==> src/rtl/kmc_mpram_gen.sv <==
// Multiport CSR/NPR byte register file: host, DMA and microcode writers with deferred microcode retry.
// Latency: all writes land at the next clk edge; mpRDATA is combinational from register state.
// Backpressure: a microcode write that collides is held in a one-deep buffer (mpBUSY); mpWR while busy is dropped with mpERR.
module kmc_mpram_gen #(
    parameter int NCSR = 4,
    parameter int NNPR = 1,
    parameter int IW   = 8
) (
    input  logic                                    clk,
    input  logic                                    rst,
    input  logic                                    hostWR,
    input  logic [((NCSR > 1) ? $clog2(NCSR) : 1)-1:0] hostSEL,
    input  logic                                    hostLOBYTE,
    input  logic                                    hostHIBYTE,
    input  logic [15:0]                             hostDATA,
    input  logic                                    dmaACK,
    input  logic [((NNPR > 1) ? $clog2(NNPR) : 1)-1:0] dmaCHAN,
    input  logic                                    dmaOUT,
    input  logic                                    dmaLOBYTE,
    input  logic                                    dmaHIBYTE,
    input  logic [15:0]                             dmaDATA,
    input  logic                                    mpWR,
    input  logic                                    mpWSPACE,
    input  logic [IW-1:0]                           mpWADDR,
    input  logic [7:0]                              mpWDATA,
    input  logic                                    mpRD,
    input  logic                                    mpRSPACE,
    input  logic [IW-1:0]                           mpRADDR,
    output logic [7:0]                              mpRDATA,
    output logic                                    mpBUSY,
    output logic                                    mpERR,
    output logic [16*NCSR-1:0]                      csrOUT,
    output logic [2*NCSR-1:0]                       csrDIRTY,
    output logic [16*NNPR-1:0]                      nprID,
    output logic [16*NNPR-1:0]                      nprOD,
    output logic [16*NNPR-1:0]                      nprIA,
    output logic [16*NNPR-1:0]                      nprOA
);

    localparam int CSR_BYTES = 2 * NCSR;
    localparam int NPR_BYTES = 8 * NNPR;

    logic [7:0]           csr_q [CSR_BYTES];
    logic [7:0]           csr_d [CSR_BYTES];
    logic [7:0]           npr_q [NPR_BYTES];
    logic [7:0]           npr_d [NPR_BYTES];
    logic [CSR_BYTES-1:0] dirty_q, dirty_d;
    logic                 pend_vld_q, pend_vld_d;
    logic                 pend_sp_q, pend_sp_d;
    logic [IW-1:0]        pend_addr_q, pend_addr_d;
    logic [7:0]           pend_data_q, pend_data_d;
    logic                 err_q, err_d;

    // The microcode write considered this cycle: the pending retry if any, else a fresh mpWR
    logic                 mw_vld;
    logic                 mw_sp;
    logic [IW-1:0]        mw_addr;
    logic [7:0]           mw_data;
    logic                 mw_hit;
    logic                 host_we;
    logic                 dma_we;
    logic                 mw_here;
    logic                 rd_clr;

    // Per-byte arbitration: host/DMA win, a losing microcode write moves into the pending buffer
    always_comb begin
        csr_d       = csr_q;
        npr_d       = npr_q;
        dirty_d     = dirty_q;
        pend_vld_d  = pend_vld_q;
        pend_sp_d   = pend_sp_q;
        pend_addr_d = pend_addr_q;
        pend_data_d = pend_data_q;
        err_d       = mpWR & pend_vld_q;
        mw_vld      = pend_vld_q | mpWR;
        mw_sp       = pend_vld_q ? pend_sp_q   : mpWSPACE;
        mw_addr     = pend_vld_q ? pend_addr_q : mpWADDR;
        mw_data     = pend_vld_q ? pend_data_q : mpWDATA;
        mw_hit      = 1'b0;
        host_we     = 1'b0;
        dma_we      = 1'b0;
        mw_here     = 1'b0;
        rd_clr      = 1'b0;

        for (int b = 0; b < CSR_BYTES; b++) begin
            host_we = hostWR && (32'(hostSEL) == 32'(b / 2)) &&
                      (((b % 2) == 1) ? hostHIBYTE : hostLOBYTE);
            mw_here = mw_vld && !mw_sp && (32'(mw_addr) == 32'(b));
            rd_clr  = mpRD && !mpRSPACE && (32'(mpRADDR) == 32'(b));
            if (host_we) begin
                csr_d[b] = ((b % 2) == 1) ? hostDATA[15:8] : hostDATA[7:0];
                if (mw_here) mw_hit = 1'b1;
            end else if (mw_here) begin
                csr_d[b] = mw_data;
            end
            // a host write in the same cycle as a read-clear keeps the flag set
            dirty_d[b] = (dirty_q[b] & ~rd_clr) | host_we;
        end

        for (int b = 0; b < NPR_BYTES; b++) begin
            // byte select within a channel: 0/1 = ID, 2/3 = OD; DMA never touches IA/OA
            dma_we  = dmaACK && (32'(dmaCHAN) == 32'(b / 8)) &&
                      (((b % 8) / 2) == (dmaOUT ? 1 : 0)) &&
                      (((b % 2) == 1) ? dmaHIBYTE : dmaLOBYTE);
            mw_here = mw_vld && mw_sp && (32'(mw_addr) == 32'(b));
            if (dma_we) begin
                npr_d[b] = ((b % 2) == 1) ? dmaDATA[15:8] : dmaDATA[7:0];
                if (mw_here) mw_hit = 1'b1;
            end else if (mw_here) begin
                npr_d[b] = mw_data;
            end
        end

        // out-of-range targets never hit a byte, so they simply vanish
        if (mw_vld && mw_hit) begin
            pend_vld_d  = 1'b1;
            pend_sp_d   = mw_sp;
            pend_addr_d = mw_addr;
            pend_data_d = mw_data;
        end else begin
            pend_vld_d  = 1'b0;
        end
    end

    // State registers with synchronous reset that also discards any deferred write
    always_ff @(posedge clk) begin
        if (rst) begin
            csr_q       <= '{default: 8'h00};
            npr_q       <= '{default: 8'h00};
            dirty_q     <= '0;
            pend_vld_q  <= 1'b0;
            pend_sp_q   <= 1'b0;
            pend_addr_q <= '0;
            pend_data_q <= 8'h00;
            err_q       <= 1'b0;
        end else begin
            csr_q       <= csr_d;
            npr_q       <= npr_d;
            dirty_q     <= dirty_d;
            pend_vld_q  <= pend_vld_d;
            pend_sp_q   <= pend_sp_d;
            pend_addr_q <= pend_addr_d;
            pend_data_q <= pend_data_d;
            err_q       <= err_d;
        end
    end

    // Microcode read port straight from registers, zero when the index is out of range
    always_comb begin
        mpRDATA = 8'h00;
        if (!mpRSPACE) begin
            for (int b = 0; b < CSR_BYTES; b++)
                if (32'(mpRADDR) == 32'(b)) mpRDATA = csr_q[b];
        end else begin
            for (int b = 0; b < NPR_BYTES; b++)
                if (32'(mpRADDR) == 32'(b)) mpRDATA = npr_q[b];
        end
    end

    assign mpBUSY   = pend_vld_q;
    assign mpERR    = err_q;
    assign csrDIRTY = dirty_q;

    for (genvar k = 0; k < NCSR; k++) begin : g_csr
        assign csrOUT[16*k +: 16] = {csr_q[2*k+1], csr_q[2*k]};
    end

    for (genvar c = 0; c < NNPR; c++) begin : g_npr
        assign nprID[16*c +: 16] = {npr_q[8*c+1], npr_q[8*c+0]};
        assign nprOD[16*c +: 16] = {npr_q[8*c+3], npr_q[8*c+2]};
        assign nprIA[16*c +: 16] = {npr_q[8*c+5], npr_q[8*c+4]};
        assign nprOA[16*c +: 16] = {npr_q[8*c+7], npr_q[8*c+6]};
    end

endmodule

==> config.mk <==
export PLATFORM = sky130hd
export DESIGN_NAME = kmc_mpram_gen
export DESIGN_NICKNAME = d
export VERILOG_FILES = /design/src/rtl/kmc_mpram_gen.sv
export SDC_FILE = /design/constraint.sdc
export NUM_CORES = 1
export LEC_CHECK = 0
export BUFFER_PORTS_ARGS = -buffer_cell sky130_fd_sc_hd__buf_2
export CORE_MARGIN = 3
export CORE_UTILIZATION = 30
export CTS_BUF_LIST = sky130_fd_sc_hd__clkbuf_8
export DETAILED_ROUTE_END_ITERATION = 6
export GPL_TIMING_DRIVEN = 0
export PLACE_DENSITY_LB_ADDON = 0.12
export SYNTH_ARGS = -nofsm -noshare
export SYNTH_HDL_FRONTEND = slang
export SYNTH_SLANG_ARGS = --single-unit
==> constraint.sdc <==
create_clock -name clk -period 6.7 [get_ports clk]
set_clock_uncertainty 0.1 [all_clocks]
set_input_delay 0.67 -clock clk [delete_from_list [all_inputs] [get_ports clk]]
set_output_delay 0.67 -clock clk [all_outputs]
set_load 0.02 [all_outputs]
* After elaboration in Yosys (flattened, before gate mapping)
Cells that the tools add are included.
** Operators by class
- Equality and inequality tests :: 20
- Muxes and demuxes :: 86
- Bitwise gates (word level) :: 27
- Reductions and logical operators :: 75
** Operators with widths (count)
- two-way mux 8 bit :: 51
- equality test 8 x 3 -> 1 bit, second input constant :: 8
- logical AND 1 bit :: 53
- two-way mux 1 bit :: 35
- equality test 2 x 32 -> 1 bit, first input constant :: 1
- equality test 3 x 32 -> 1 bit, first input constant :: 1
- equality test 8 x 2 -> 1 bit, second input constant :: 4
- zero test 32 bit :: 1
- nonzero test 2 bit :: 16
- equality test 8 x 1 -> 1 bit, second input constant :: 2
- zero test 8 bit :: 2
- bitwise AND 1 bit :: 9
- NOT 1 bit :: 9
- OR 1 bit :: 9
- equality test 2 bit, second input constant :: 2
- equality test 2 x 1 -> 1 bit, first input constant :: 1
- equality test 2 x 1 -> 1 bit, second input constant :: 1
- zero test 1 bit :: 2
- zero test 2 bit :: 1
** Word-level totals
- Flip-flop bits (word level) :: 155
- Output and inout bits :: 146
- Word-level logic and storage cells :: 230

* Logic depth before layout (Yosys ltp)
- Depth after elaboration :: 38
- Gate-level depth with buffers :: 11

* Worst setup path after synthesis
No wires, ideal clock.
- Kind :: in2out
- Start :: input port mpRADDR[0]
- End :: output port mpRDATA[4]
- Data arrival time :: 2.594 ns
- Slack :: 3.336 ns
- Stages on the path :: 7
- Buffers on the path :: 3
- Cell sequence :: buf_2 buf_2 clkbuf_1 o21ai_0 o32ai_1 nor3_1 a211oi_1
** Between the ends
- Word-level cells in the longest chain between the ends :: 10
- Elaborated cells between the ends (all ways) :: 25
** RTL lines
- from (decl) :: line 28 : input logic [IW-1:0] mpRADDR,
- zero test 8 bit :: line 153, 156
- two-way mux 8 bit, on equally long branches (8 in a row) :: line 153, 156
- two-way mux 8 bit * :: line 151 : if (!mpRSPACE) begin
- to (decl) :: line 29 : output logic [7:0] mpRDATA,
Mark *: on every way between the ends. The rest lies on a longest branch, timed or not.

* Worst setup path after layout
- Start :: input port mpRADDR[1]
- End :: output port mpRDATA[0]
The elaborated chain is that of the path after synthesis.

==> results.rst <==
.. list-table::
   :header-rows: 1

   * - Metric
     - Value
   * - Reg2reg setup slack
     - about 3200 ps
   * - Drc violations
     - 0
   * - H-Tree Level Count
     - 4
   * - Final Routed Wirelength
     - between 30000 and 40000 µm
   * - Final period util
     - between 60% and 70%
   * - Xor and xnor fraction of the mapped netlist area
     - 0%
   * - Max stage delay cell, worst path
     - sky130_fd_sc_hd__clkbuf_1
   * - Die Height
     - ~170 µm
   * - Top cell type by total area after synthesis
     - sky130_fd_sc_hd__dfxtp_1
   * - Post-synth cell types
     - between 50 and 60
   * - Maximum number of pins on one net before global-route repair
     - 17
   * - Effective utilization at floorplan
     - a little under a third
   * - Post-CTS Setup Inserts
     - 0
   * - Reg-to-Reg End
     - csrOUT[10]
   * - Core region area
     - 0.02613 mm²
   * - Leakage Power
     - 3.939 nW
   * - Global routing usage on met1
     - between 30% and 40%
   * - Syn avg cell area
     - around 7.9 µm²
   * - Port-buffer cells
     - between 200 and 250
   * - Adder-cell area share of the yosys netlist
     - 0%
   * - Clock buffers created by TritonCTS
     - 17
   * - Total number of placement rows
     - 59
   * - Cell area after synthesis
     - around 0.0080 mm²
   * - Top-level port count
     - roughly 220
   * - Syn Inst Count
     - about 1000
   * - Min-Delay Path Class
     - input port to register
   * - Final setup margin
     - ~2300 ps
   * - Yosys synthesis warning count
     - 0
   * - Number of diodes
     - 0
   * - Number of buffers added to fix hold violations after cts
     - 0
   * - Met3 demand-to-capacity share in global routing
     - roughly 6.3%
   * - CP arrival
     - about 3600 ps
   * - Peak-usage layer in the global routing report
     - met2
   * - Clock tree root buffer cell
     - sky130_fd_sc_hd__clkbuf_8
   * - Number of antenna violations at the first check in global routing
     - 1
   * - Critical path peak fanout
     - 10
   * - Prevailing post-synth register cell
     - sky130_fd_sc_hd__dfxtp_1
   * - Buffers plus inverters on the worst setup path
     - 5
   * - Layout cell share with drive strength beyond 1
     - approximately a quarter
   * - Overall via count from detail_route
     - 8849
   * - Setup violations, final
     - 0
   * - MaxCap Viol Count
     - 0
   * - Synth top area share
     - 38.79%
   * - Layout area overhead
     - 25.05%
   * - Number of hold-slack violations in the final timing report
     - 0
   * - Seq/Total Area, Yosys
     - between 30% and 40%
   * - Worst-case vdd ir drop
     - approximately 94 µV
   * - End point of the most critical hold path
     - nprOD[12]
   * - Critical Path Most Common Cell
     - sky130_fd_sc_hd__buf_2
   * - TritonCTS clock tree
     - done
   * - Via density per instance
     - 5.524
   * - Data required time at the worst endpoint
     - around 6000 ps
   * - Launch point of the worst reg-to-reg path
     - mpBUSY
   * - Layout net count
     - 1326
   * - Fraction of synthesized area in multiplexers
     - a little under a tenth
   * - Unrepaired setup endpoints after global routing
     - false
   * - Total non-filler cell area in the finished layout
     - 0.01000 mm²
   * - Total Die Area
     - ~0.029 mm²
   * - Family with the most delay on the worst path
     - buffers and inverters
   * - Placed cell areas
     - 0.009543 mm²
   * - Worst Hold Launch
     - dmaDATA[12]
   * - Global routing met2 resource utilization
     - approximately two fifths
   * - Period minus WS final
     - between 4000 and 5000 ps
   * - Kind of critical path
     - input port to output pin
   * - Critical path capture point type
     - output pin
   * - TritonCTS Sinks
     - approximately 160
   * - DP Worst Slack
     - about 2400 ps
   * - Initial DRC count
     - 885
   * - Worst Max-Slew Pin Slew
     - roughly 1300 ps
   * - WHS Path Cells
     - 3
   * - Synth top area cells
     - sky130_fd_sc_hd__dfxtp_1 39%, sky130_fd_sc_hd__a21oi_1 9.6%, sky130_fd_sc_hd__nor2_1 8.0%, sky130_fd_sc_hd__nand2_1 6.9%, sky130_fd_sc_hd__o211ai_1 5.4%
   * - Dominant combinational cell family by area after synthesis
     - compound AO/OA/AOI/OAI gates
   * - Run status
     - completed
   * - Fmax achieved
     - about 230 MHz
   * - Power per unit of standard cell area
     - approximately 200 mW/mm²
   * - Width of the die
     - roughly 170 µm
   * - Number of max-slew violations in the final report
     - 0
   * - HPWL Detailed
     - 29080 µm
   * - Clock input transition at the sequential cells of the worst setup and hold paths
     - about 90 ps
   * - Placer's final routability congestion estimate
     - roughly 0.93
   * - Number of cells on the worst reg-to-reg path
     - 8
   * - Compound-Gate Fraction of Synth Area
     - between 20% and 30%
   * - Post-cts resize count
     - 0
   * - Post-Synth Simple-Gate Area
     - between 20% and 30%
   * - WL per Instance
     - 24.02 µm
   * - Slowest stage delay, CP
     - ~580 ps
   * - Number of iterations in the first detailed-routing pass
     - 5
   * - Fraction of synthesis flops using an asynchronous set or reset pin
     - 0%
   * - Remaining global-route overflow
     - 0
   * - Number of antenna-violating nets in the routed design
     - 0
   * - Post-synthesis net count
     - 1089
   * - First-pass GRT wire length
     - about 55000 µm
   * - Post-synth EDFFs
     - 0
   * - Post-synthesis sequential element count
     - between 150 and 200
   * - Clock latency at the later pin of the worst-skew pair
     - approximately 470 ps
   * - Sequence of cells on the critical path
     - buf_2, clkbuf_1, buf_2, buf_1, mux4_2, o22ai_1, a211oi_1, buf_2
   * - CP Launch Type
     - input port
   * - Via count of the first global-routing pass
     - 8342
   * - Deepest clock path buffer count
     - 2
   * - All-Layer GR Usage
     - approximately a quarter
   * - Worst rel slew slack
     - roughly 9.2%
   * - TNS Setup
     - 0 ps
==> report_power, final <==
| group | total, mW | internal, mW | switching [mW] | leakage [nW] |
|---|---|---|---|---|
| Sequential | 0.952 | 0.936 | 0.0166 | 1.25 |
| Combinational | 0.246 | 0.0752 | 0.171 | 2.46 |
| Clock | 0.852 | 0.440 | 0.411 | 0.222 |
| Total | 2.05 | 1.45 | 0.599 | 3.94 |
==> per-stage QoR <==
stage / util [%] / hold slack [ps] / instances / power [mW]
floorplan: - / 321.3 / 1017 / 1.093
global placement: 36.32 / 336.3 / 1566 / 1.211
detailed placement: 36.52 / 341.8 / 1570 / 1.214
CTS: 38.28 / 333.2 / 1602 / 2.051
global route: 38.28 / 333.4 / 1602 / 2.118
finish: 38.28 / 351.5 / 1602 / 2.050
==> flip-flops by register name (all words and copies together), names as in the netlist <==
name and count:
csrDIRTY 8, csrOUT 64, mpBUSY 1, mpERR 1
nprIA 16, nprID 16, nprOA 16, nprOD 16
pend_addr_q 8, pend_data_q 8, pend_sp_q 1
==> Yosys cell counts (all sizes together) (5+ instances only) <==
library cell  instances
a211oi               44
a21oi               156
a22oi                 7
and2                 13
and3                  5
buf                  36
clkbuf               47
dfxtp               155
inv                   5
mux2                  7
mux2i                29
mux4                 16
nand2               148
nand2b               18
nand3                11
nor2                171
nor2b                 6
o211ai               58
o21ai                17
o221ai                5
o22ai                 8
or2                  10
==> cells in the final DEF (no fill, tap or decap), drive strengths merged, types with 17 or more instances in the layout <==
cell / Yosys / final
a211oi: 44 / 44
a21oi: 156 / 156
buf: 36 / 254
clkbuf: 47 / 67
dfxtp: 155 / 155
mux2i: 29 / 29
nand2: 148 / 148
nand2b: 18 / 18
nor2: 171 / 171
o211ai: 58 / 58
o21ai: 17 / 17
==> metal layers <==
| metal | wire length (µm) | share of wire [%] |
|---|---|---|
| met5 | 7 | 0.018 |
| met2 | 16630 | 43 |
| met1 | 17160 | 45 |
| met4 | 1210 | 3.1 |
| met3 | 3470 | 9.0 |
==> final cells by class <==
cell class	count	area (µm²)
flip-flops and latches	155	3103
fillers	2834	16130
repair buffers	218	1112
inverters	5	18.77
clock inverters	12	186.4
clock buffers	20	275.3
well taps	335	419.2
plain buffers	83	386.6
multi-input cells	774	4503
==> worst register-to-register path, delay by kind of cell, from the launching register on <==
kind	cells	cell delay (ps)
AOI/OAI and AO/OA	2	220
buffers and inverters	4	1530
DFF	1	380
muxes	1	1060
and+or+nand+nor	1	110
==> logic make-up after synthesis <==
family | after synthesis
multiplexers | 52
flip-flops | 155
buffers and inverters | 88
AO/OA/AOI/OAI | 315
AND/OR/NAND/NOR | 407
==> worst max-delay path by stage <==
stage,from,endpoint,slack [ps],cells past startpoint
floorplan,mpRADDR[0],mpRDATA[4],3340,7
global route,mpRADDR[1],mpRDATA[0],2310,8
detailed placement,mpRADDR[1],mpRDATA[0],2380,8
finish,mpRADDR[1],mpRDATA[0],2330,8
global placement,mpRADDR[1],mpRDATA[0],2370,8
CTS,mpRADDR[1],mpRDATA[0],2380,8
Note: power is estimated with default switching activity, not from simulation.
